<file path="src/rtl/keypad_pkg.sv">
// Shared key codes, entry states and key classification helpers for the keypad entry FSM.
// Optional feature macro used by the top: KEY_ERR_EN.
package keypad_pkg;

   localparam logic [3:0] KEY_ADD   = 4'd10;
   localparam logic [3:0] KEY_SUB   = 4'd11;
   localparam logic [3:0] KEY_ENTER = 4'd12;
   localparam logic [3:0] KEY_RES13 = 4'd13;
   localparam logic [3:0] KEY_RES14 = 4'd14;
   localparam logic [3:0] KEY_MULTI = 4'd15;

   typedef enum logic [1:0] {
      S_A   = 2'd0,
      S_B   = 2'd1,
      S_CMD = 2'd2
   } entry_state_t;

   function automatic logic is_digit(input logic [3:0] k);
      return k <= 4'd9;
   endfunction

   function automatic logic is_op(input logic [3:0] k);
      return (k == KEY_ADD) || (k == KEY_SUB);
   endfunction

   function automatic logic is_bad(input logic [3:0] k);
      return (k == KEY_RES13) || (k == KEY_RES14) || (k == KEY_MULTI);
   endfunction

endpackage

</file>
<file path="src/rtl/strobe_edge_det.sv">
// Turns the level keystrobe from the encoder into a one-cycle press pulse.
// Part of keypad_entry_fsm (KEY_ERR_EN does not affect this block).
module strobe_edge_det (
   input  logic clk,
   input  logic nrst,
   input  logic keystrobe,
   output logic press
);

   logic strobe_q;

   always_ff @(posedge clk or negedge nrst) begin
      if (!nrst) strobe_q <= 1'b0;
      else       strobe_q <= keystrobe;
   end

   assign press = keystrobe & ~strobe_q;

endmodule

</file>
<file path="src/rtl/keypad_entry_fsm.sv">
// Assembles {A, op, B} calculator commands from keypad presses; valid/ready to the ALU.
// Define KEY_ERR_EN to flag codes 13/14/15 as a sticky entry error.
module keypad_entry_fsm
   import keypad_pkg::*;
#(
   parameter int MAX_DIGITS = 4,
   parameter int WIDTH      = 14
) (
   input  logic             clk,
   input  logic             nrst,
   input  logic [3:0]       keycode,
   input  logic             keystrobe,
   input  logic             cmd_ready,
   output logic             cmd_valid,
   output logic [WIDTH-1:0] operand_a,
   output logic [WIDTH-1:0] operand_b,
   output logic             op_sub,
   output logic [WIDTH-1:0] display_val,
   output logic             err
);

   localparam int CW = $clog2(MAX_DIGITS + 1);
   localparam int XW = WIDTH + 4;

   entry_state_t     state;
   logic             press;
   logic [CW-1:0]    cnt;
   logic [WIDTH-1:0] cur;
   logic [XW-1:0]    acc_ext;
   logic [WIDTH-1:0] acc;
   logic             room;

   strobe_edge_det u_edge (
      .clk       (clk),
      .nrst      (nrst),
      .keystrobe (keystrobe),
      .press     (press)
   );

   // Shared decimal shift-in for whichever operand is being typed.
   assign cur     = (state == S_A) ? operand_a : operand_b;
   assign acc_ext = {4'b0, cur} * XW'(10) + XW'(keycode);
   assign acc     = acc_ext[WIDTH-1:0];
   assign room    = cnt < CW'(MAX_DIGITS);

   assign display_val = cur;

`ifdef KEY_ERR_EN
   logic err_q;
   assign err = err_q;
`else
   assign err = 1'b0;
`endif

   always_ff @(posedge clk or negedge nrst) begin
      if (!nrst) begin
         state     <= S_A;
         cnt       <= '0;
         operand_a <= '0;
         operand_b <= '0;
         op_sub    <= 1'b0;
         cmd_valid <= 1'b0;
`ifdef KEY_ERR_EN
         err_q     <= 1'b0;
`endif
      end else begin
         unique case (state)
            S_A: begin
               if (press && is_digit(keycode)) begin
`ifdef KEY_ERR_EN
                  err_q <= 1'b0;
`endif
                  if (room) begin
                     operand_a <= acc;
                     cnt       <= cnt + CW'(1);
                  end
               end else if (press && is_op(keycode)) begin
                  op_sub    <= (keycode == KEY_SUB);
                  cnt       <= '0;
                  operand_b <= '0;
                  state     <= S_B;
`ifdef KEY_ERR_EN
               end else if (press && is_bad(keycode)) begin
                  err_q     <= 1'b1;
                  operand_a <= '0;
                  operand_b <= '0;
                  cnt       <= '0;
                  op_sub    <= 1'b0;
`endif
               end
            end
            S_B: begin
               if (press && is_digit(keycode)) begin
`ifdef KEY_ERR_EN
                  err_q <= 1'b0;
`endif
                  if (room) begin
                     operand_b <= acc;
                     cnt       <= cnt + CW'(1);
                  end
               end else if (press && is_op(keycode)) begin
                  if (cnt == '0) op_sub <= (keycode == KEY_SUB);
               end else if (press && keycode == KEY_ENTER) begin
                  state     <= S_CMD;
                  cmd_valid <= 1'b1;
`ifdef KEY_ERR_EN
               end else if (press && is_bad(keycode)) begin
                  err_q     <= 1'b1;
                  operand_a <= '0;
                  operand_b <= '0;
                  cnt       <= '0;
                  op_sub    <= 1'b0;
                  state     <= S_A;
`endif
               end
            end
            S_CMD: begin
               if (cmd_valid && cmd_ready) begin
                  operand_a <= '0;
                  operand_b <= '0;
                  cnt       <= '0;
                  cmd_valid <= 1'b0;
                  state     <= S_A;
               end
            end
            default: state <= S_A;
         endcase
      end
   end

endmodule

</file>
<file path="config.mk">
export PLATFORM = sky130hd
export DESIGN_NAME = keypad_entry_fsm
export DESIGN_NICKNAME = d
export VERILOG_FILES = /design/src/rtl/keypad_pkg.sv /design/src/rtl/strobe_edge_det.sv /design/src/rtl/keypad_entry_fsm.sv
export SDC_FILE = /design/constraint.sdc
export NUM_CORES = 1
export LEC_CHECK = 0
export CORE_MARGIN = 1.5
export CORE_UTILIZATION = 25
export DETAILED_ROUTE_END_ITERATION = 6
export PLACE_DENSITY = 0.57
export REMOVE_ABC_BUFFERS = 1
export SYNTH_ARGS = -nofsm -noshare
export SYNTH_HDL_FRONTEND = slang
export SYNTH_HIERARCHICAL = 1
export SYNTH_SLANG_ARGS = --single-unit
</file>
<file path="constraint.sdc">
create_clock -name clk -period 6.58 [get_ports clk]
set_input_delay 1.974 -clock clk [delete_from_list [all_inputs] [get_ports clk]]
set_output_delay 1.974 -clock clk [all_outputs]
set_load 0.03 [all_outputs]
</file>
### Word level (Yosys, flattened, before mapping)

Cells that the tools add are included.

| word-level totals | value |
|---|---|
| register bits | 36 |
| input port bits | 8 |
| output and inout bits | 45 |
| word-level logic and storage cells | 81 |

| cells by class | value |
|---|---|
| $add $sub $neg | 2 |
| $mul | 1 |
| magnitude comparators | 2 |
| eq/ne operators | 18 |
| muxes and demuxes | 32 |
| bitwise gates (word level) | 2 |
| reduce and logical (&&, ||, !) cells | 17 |

Operators with widths:

| cell | count |
|---|---|
| $mux 14 | 6 |
| $pmux 14 s3 | 1 |
| $pmux 14 s2 | 1 |
| $ne 2x2->1 const B | 10 |
| $reduce_and 6->1 | 3 |
| $mux 3 | 5 |
| $add 14x4->14 | 1 |
| $mul 14x3->13 const B | 1 |
| $eq 4x4->1 const B | 3 |
| $mux 2 | 6 |
| $mux 1 | 9 |
| $pmux 3 s3 | 1 |
| $reduce_and 4->1 | 2 |
| $pmux 2 s3 | 1 |
| $reduce_bool 2->1 | 3 |
| $reduce_and 5->1 | 1 |
| $le 4x4->1 const B | 1 |
| $logic_and 1x1->1 | 4 |
| $ne 2x1->1 const B | 2 |
| $pmux 1 s2 | 2 |
| $add 3x1->3 const B | 1 |
| $logic_not 3->1 | 1 |
| $lt 3x3->1 const B | 1 |
| $ne 3x1->1 const B | 1 |
| other kinds (7) | 7 |

### Logic depth before layout (Yosys ltp)

Gate-level depths: netlist (run 1).

| depth | value |
|---|---|
| depth after elaboration | 7 |
| depth in mapped cells | 15 |
| depth with buffers taken out | 13 |

### Cells and area by module

The synthesis (run 1) kept the hierarchy.

Modules (own cells, without submodules):

| module | instances | cells each | area an instance (µm²) | sequential area each (µm²) |
|---|---|---|---|---|
| keypad_entry_fsm | 1 | 270 | 2,572.5 | 875.8 |
| strobe_edge_det | 1 | 2 | 38.8 | 25.0 |

### Worst setup path after synthesis (run 1)

Ideal clock, no wire load.

| path | value |
|---|---|
| path type | reg-to-reg |
| start | reg state[0] |
| end | reg operand_a[12] |
| library setup time | 0.131 ns |
| arrival time | 3.766 ns |
| required time | 6.449 ns |
| setup slack | 2.683 ns |
| cell stages (with the launch flop) | 16 |
| path buffers | 2 |
| clock period less this slack | 3.897 ns |
| cells stage by stage | dfrtp_1 -> inv_1 -> ha_1 -> buf_2 -> buf_1 -> mux2_2 -> ha_1 -> ha_1 -> fa_1 -> xor2_1 -> nand3_1 -> nor3_4 -> nand2b_4 -> nor4_2 -> xor2_1 -> o21ai_0 |

| between the ends | value |
|---|---|
| longest elaborated chain between the ends | 7 |
| elaborated cells between the ends (all ways) | 13 |
| classes of those cells | add/sub (1); mul (1); eq/ne (4); mux (4); reduce/logical (3) |

Ends and longest elaborated chain:

| element | RTL line | source |
|---|---|---|
| start, declared | keypad_entry_fsm.sv:25 | `entry_state_t state;` |
| start signal, assigned | keypad_entry_fsm.sv:57 | `state <= S_A;` |
| start signal, assigned | keypad_entry_fsm.sv:81 | `state <= S_B;` |
| start signal, assigned | keypad_entry_fsm.sv:104 | `state <= S_CMD;` |
| $logic_not 2->1 | keypad_entry_fsm.sv:41 | `assign cur = (state == S_A) ? operand_a : operand_b;` |
| $mux 14 | keypad_entry_fsm.sv:41 |  |
| named net display_val[2] | keypad_entry_fsm.sv:18 | `output logic [WIDTH-1:0] display_val,` |
| $mul 14x3->13 | keypad_entry_fsm.sv:42 | `assign acc_ext = {4'b0, cur} * XW'(10) + XW'(keycode);` |
| $add 14x4->14 | keypad_entry_fsm.sv:42 |  |
| $mux 14 | keypad_entry_fsm.sv:73 | `if (room) begin` |
| $mux 14 | keypad_entry_fsm.sv:69 | `if (press && is_digit(keycode)) begin` |
| $pmux 14 s2 | keypad_entry_fsm.sv:67 | `unique case (state)` |
| end signal, assigned | keypad_entry_fsm.sv:59 | `operand_a <= '0;` |
| end signal, assigned | keypad_entry_fsm.sv:74 | `operand_a <= acc;` |
| end signal, assigned | keypad_entry_fsm.sv:119 | `operand_a <= '0;` |
| end, declared | keypad_entry_fsm.sv:15 | `output logic [WIDTH-1:0] operand_a,` |

The timed path passes the listed nets, and every way through them passes these cells. The select of a mux whose other input is x is not followed.
A chain may end at the register's enable or synchronous reset.

### Final worst setup path (run 1)

| path | value |
|---|---|
| start | reg state[0] |
| end | out display_val[3] |

| between the ends | value |
|---|---|
| longest elaborated chain between the ends | 2 |

Ends and longest elaborated chain:

| element | RTL line |
|---|---|
| $logic_not 2->1 | keypad_entry_fsm.sv:41 |
| $mux 14 | keypad_entry_fsm.sv:41 |
| end, declared | keypad_entry_fsm.sv:18 |

No other way between the ends.

==> flow_summary.toml, run 1 <==
[worst_setup_path]
max_stage_delay_ns = 0.84
crit_path_top_delay_cell = "ha_1"
end_kind = "primary output"
path_cells = "inv_1 > ha_1 > mux2i_1 > inv_1 > clkdlybuf4s50_1"
crit_path_start_kind = "flip-flop"
criticalPathCategory = "reg2out"
path_depth = 5
worstRegToRegCells = 13
crit_fanout = 21
crit_family = "buffers and inverters"
critical_path_required_ns = 4.61
cp_common_cell = "inv_1"
crit_buf_inv = 3
arrival_ns = 2.73

[sta]
final_max_slew_viol_count = 0
final.setup.tns_ns = 0
tightest_slew_ns = 1.02
rsz0062_at_grt = "no"
layout_setup_ws_ns = 1.87
final.min_clock_period_ns = 4.71
slew_headroom = 0.321
period_share = 0.715
skew_ns = 0.00807
hold_viol_final = 0
fmaxAchievable_mhz = 212
setup_violations = 0

[synth]
synth_edf_count = 0
async_flop_share = 1.00
post_synth.cell_area_avg_um2 = 9.60
synth_cell_type_count = 55
synth-warning-count = 6
synth_ff_type = "dfrtp_1"
syn-cell-area_um2 = 2610
netlist_instances = 272
synth_seq_cells = 36
synth-seq-area-share = 0.345

[routing]
via_count = 2184
dr.pass1.iters = 4
drtIter0Drc = 81
drc = 0
ant_nets = 0
wl_mm = 6.76
via_per_inst = 4.76
wl_per_cell_um = 14.7

[finish]
synthToLayoutAreaGrowth_pct = 29.5
multiInputGateArea_um2 = 1630
antenna_cells = 0
layout.area.seq_um2 = 901
nNetsFinal = 358
drive_above_1_share = 0.118
fillers = 1056

[floorplan]
io_pins = 53
die_h_um = 105
die_area_um2 = 11100
rows = 37
core_um2 = 10200
die_w_um = 105
initial_utilization = 0.255

[place]
gp_congestion = 0.820
post-place-ws_ns = 2.16
hpwlAfterDp_mm = 5.21
io_buffers = 51

[global_route]
grt_pass1_vias = 2130
grt_pass1_wl_mm = 11.2
antenna_found_initial = 0
grt_overflow = 0
grt.total_usage = 0.129
grt_max_degree = 37

[clocking]
hold_buffers = 0
worstSkewPairLatency_ns = 0.29
cts.sinks = 36
cts_tree = "built"
clockBufferDepth = 2
postCtsSetupRepairBufs = 0
root_buffer = "clkbuf_8"
htree_levels = 2
clkSlewWorstSetupHoldPaths_ns = 0.07
cts_made_buffers = 5
cts_resized = 0

[power_and_ir_drop]
leakage_nw = 1.47
vdd_drop_max_v = 0.000192
p_per_area_nw_per_um2 = 389

[status]
status = "finished clean"

[flow_run]
drv_cap = 0

[min_path]
hold_path_class = "reg2reg"
hold-path-cell-count = 2
final cells by class:
cell class	count	area share
multi-input combinational	217	0.482
sequential	36	0.266
timing repair buffer	53	0.154
tap	136	0.0503
clock buffer	7	0.0285
inverter	9	0.00999
clock inverter	1	0.00888
per-stage QoR:
stage,hold WS [ns],instance area [um^2],utilization,std cells,power (W)
floorplan,0.492,2560,-,262,0.000845
global route,0.552,3380,0.331,459,0.00141
finish,0.519,3380,0.331,459,0.00132
CTS,0.521,3380,0.331,459,0.00133
detailed placement,0.499,3260,0.318,451,0.00111
global placement,0.498,3260,0.318,451,0.00110
worst min-delay path: cells and delay by family (launching register included):
| kind | cells | cell delay, ns |
|---|---|---|
| AOI/OAI and AO/OA | 1 | 0.06 |
| DFF | 1 | 0.37 |
| and+or+nand+nor | 1 | 0.05 |
cell usage in the layout, fill, tap and decap left out, drive strengths merged, types with 3 or more instances in the layout:
cell type	n
a21boi	3
a21o	3
a21oi	18
a22o	9
buf	3
clkbuf	7
clkdlybuf4s50	50
dfrtp	36
ha	27
inv	9
mux2	15
mux2i	3
nand2	34
nand3	9
nor2	13
nor2b	3
nor3	4
nor4	3
o21ai	27
or2	3
xnor2	8
xor2	8
state kept, by name, summed over array words and instances, names as in the netlist:
register,flops
cmd_valid,1
op_sub,1
state,2
u_edge/strobe_q,1
operand_a,14
operand_b,14
cnt,3
kinds of logic after synthesis:
family,count (synthesis),synth area share
xor+xnor,17,0.0628
buf+inv,19,0.0307
other cells,1,0.00144
compound gates,70,0.173
flops,36,0.345
simple gates,82,0.168
mux,18,0.0776
fa+ha+maj,29,0.141
report_power, final:
part	leakage (nW)	switching, W	internal [W]
Combinational	0.915	0.000475	0.000310
Clock	0.0645	0.0000825	0.000134
Sequential	0.488	0.0000464	0.000270
worst paths after layout:
kind                         startpoint        endpoint  slack (ns)
max in group asynchronous          nrst          op_sub        4.29
min reg2reg                operand_b[2]    operand_b[2]        0.52
min                        operand_b[2]    operand_b[2]        0.52
min in group asynchronous          nrst   operand_b[11]        1.77
max reg2reg                    state[0]   operand_a[13]        2.28
max                            state[0]  display_val[3]        1.87
cell usage after synthesis, drive strengths merged (2+ instances only):
master,count,area share
dfrtp,36,0.34
a22o,9,0.030
nand2b,2,0.0077
inv,9,0.013
ha,27,0.13
nor3,4,0.012
a21boi,3,0.0086
nor4,3,0.012
nor2b,3,0.010
a211oi,2,0.0057
clkbuf,4,0.0057
nand4b,2,0.0067
xnor2,8,0.027
nand3,9,0.017
o21ai,27,0.052
a21o,3,0.0086
mux2i,3,0.012
nor2,13,0.019
nand2,34,0.049
xor2,8,0.027
buf,6,0.012
a21oi,18,0.036
or2,3,0.0072
mux2,15,0.066
metal layers:
layer / track usage / routed length, um
met1: 0.183 / 3390
met2: 0.200 / 3010
met3: 0.0256 / 313
met4: 0.0294 / 40
met5: 0 / 0
(Power assumes the default switching activity.)
==> inputs of run 2 (changes only) <==
==> constraint.sdc (replaced) <==
create_clock -name clk -period 4.4 [get_ports clk]
set_input_delay 1.32 -clock clk [delete_from_list [all_inputs] [get_ports clk]]
set_output_delay 1.32 -clock clk [all_outputs]
set_load 0.03 [all_outputs]
==> flow_summary.toml, run 2 (synthesis gave the netlist of run 1 again) <==
[worst_setup_path]
end_kind = "primary output"
r2r_slack_ns = 0.32
crit_family = "buffers and inverters"
worstRegToRegCells = 13
critical_path_required_ns = 3.08
crit_fanout = 18
arrival_ns = 2.81
crit_path_top_delay_cell = "ha_1"
reg2reg_to = "operand_a[12]"
r2r-start = "state[0]"
criticalPathCategory = "reg2out"
max_stage_delay_ns = 0.76
crit_buf_inv = 3
path_cells = "inv_1 > ha_1 > buf_4 > mux2_2 > clkdlybuf4s50_1"
crit_path_start_kind = "flip-flop"
crit_start = "state[0]"

[clocking]
cts_made_buffers = 5
root_buffer = "clkbuf_8"
cts.sinks = 36
htree_levels = 2
clockBufferDepth = 2
cts_tree = "built"
clkSlewWorstSetupHoldPaths_ns = 0.08
postCtsSetupRepairBufs = 0
cts_resized = 0
worstSkewPairLatency_ns = 0.29
hold_buffers = 0

[sta]
final.setup.tns_ns = 0
period_share = 0.939
skew_ns = 0.00995
tightest_slew_ns = 0.905
slew_headroom = 0.396
final.min_clock_period_ns = 4.13
hold_viol_final = 0
setup_violations = 0
fmaxAchievable_mhz = 242
rsz0062_at_grt = "no"
final_max_slew_viol_count = 0

[global_route]
antenna_found_initial = 0
grt_pass1_vias = 2268
grt_pass1_wl_mm = 11.5
grt_max_degree = 37
grt_overflow = 0
grt.total_usage = 0.130

[routing]
drtIter0Drc = 87
wl_per_cell_um = 14.6
wl_mm = 6.72
via_per_inst = 4.79
via_count = 2207
ant_nets = 0
dr.pass1.iters = 4
drc = 0

[place]
io_buffers = 51
hpwlAfterDp_mm = 5.35
gp_congestion = 0.816

[finish]
nNetsFinal = 360
drive_above_1_share = 0.120
final_cell_mix = "50 x clkdlybuf4s50_1, 36 x dfrtp_1, 34 x nand2_1"
synthToLayoutAreaGrowth_pct = 29.4
reg.largest.list = "operand_a x14, operand_b x14, cnt x3"
layout.cells.most_common = "clkdlybuf4s50_1"
antenna_cells = 0
fin_util = 0.330

[min_path]
min_to = "operand_a[9]"
hold_path_class = "reg2reg"
worstHoldStart = "operand_a[9]"
hold-path-cell-count = 2

[floorplan]
die_h_um = 105
die_area_um2 = 11100
core_um2 = 10200
die_w_um = 105
io_pins = 53
rows = 37
initial_utilization = 0.255

[power_and_ir_drop]
leakage_nw = 1.47
vdd_drop_max_v = 0.000309
p_per_area_nw_per_um2 = 577

[flow_run]
drv_cap = 0

[status]
status = "finished clean"
==> run 2: cell count changes in the layout (fill, tap and decap cells not counted) <==
cell / before / now
buf_4: 2 / 4
clkbuf_8: 7 / 5
clkbuf_1: 0 / 1
clkinv_2: 0 / 1
==> run 2: worst register-to-register path, delay by kind of cell, from the launching register on <==
kind	cells	cell delay, ns
DFF	1	0.40
buffers and inverters	1	0.10
AOI/OAI and AO/OA	1	0.10
xor gates and xnor gates	2	0.47
and+or+nand+nor	4	0.79
adders and majority gates	4	1.63
muxes	1	0.46
==> run 2: routing by layer <==
layer,part of all wire,vias up,GRT usage,wire length (um)
met2,0.44,70,0.206,2980
li1,-,1082,-,-
met4,0.012,0,0.0294,78
met5,0,-,0,0
met3,0.061,11,0.0374,412
met1,0.48,1044,0.175,3250
==> run 2: worst max path at each step <==
stage | end | slack [ns] | depth (start not counted)
floorplan | operand_b[12] | 0.62 | 13
global placement | operand_b[12] | 0.46 | 13
detailed placement | operand_a[12] | 0.34 | 13
CTS | display_val[10] | 0.26 | 5
global route | operand_a[13] | 0.003 | 13
finish | display_val[10] | 0.27 | 5
==> run 2: power breakdown <==
part           total, W  leakage (nW)  switching [W]  internal (W)
clock network  0.000289        0.0552       0.000121      0.000168
logic           0.00120         0.924       0.000725      0.000471
registers      0.000464         0.488      0.0000601      0.000403
==> run 2: cell type report <==
type | count | area, um^2
repair buffers | 55 | 536
flip-flops and latches | 36 | 901
clock buffers | 6 | 72.6
well taps | 136 | 170
multi-input cells | 217 | 1630
fillers | 1056 | 6850
clock inverters | 2 | 35.0
inverters | 9 | 33.8
==> run 2: through the flow <==
| stage | instance area [um^2] | hold slack, ns | instances | total power [W] | setup WS, ns |
|---|---|---|---|---|---|
| global placement | 3270 | 0.494 | 453 | 0.00166 | 0.460 |
| finish | 3380 | 0.506 | 461 | 0.00195 | 0.270 |
| floorplan | 2560 | 0.492 | 262 | 0.00126 | 0.623 |
| detailed placement | 3270 | 0.495 | 453 | 0.00167 | 0.337 |
| global route | 3380 | 0.542 | 461 | 0.00210 | 0.00330 |
| CTS | 3380 | 0.513 | 461 | 0.00197 | 0.255 |
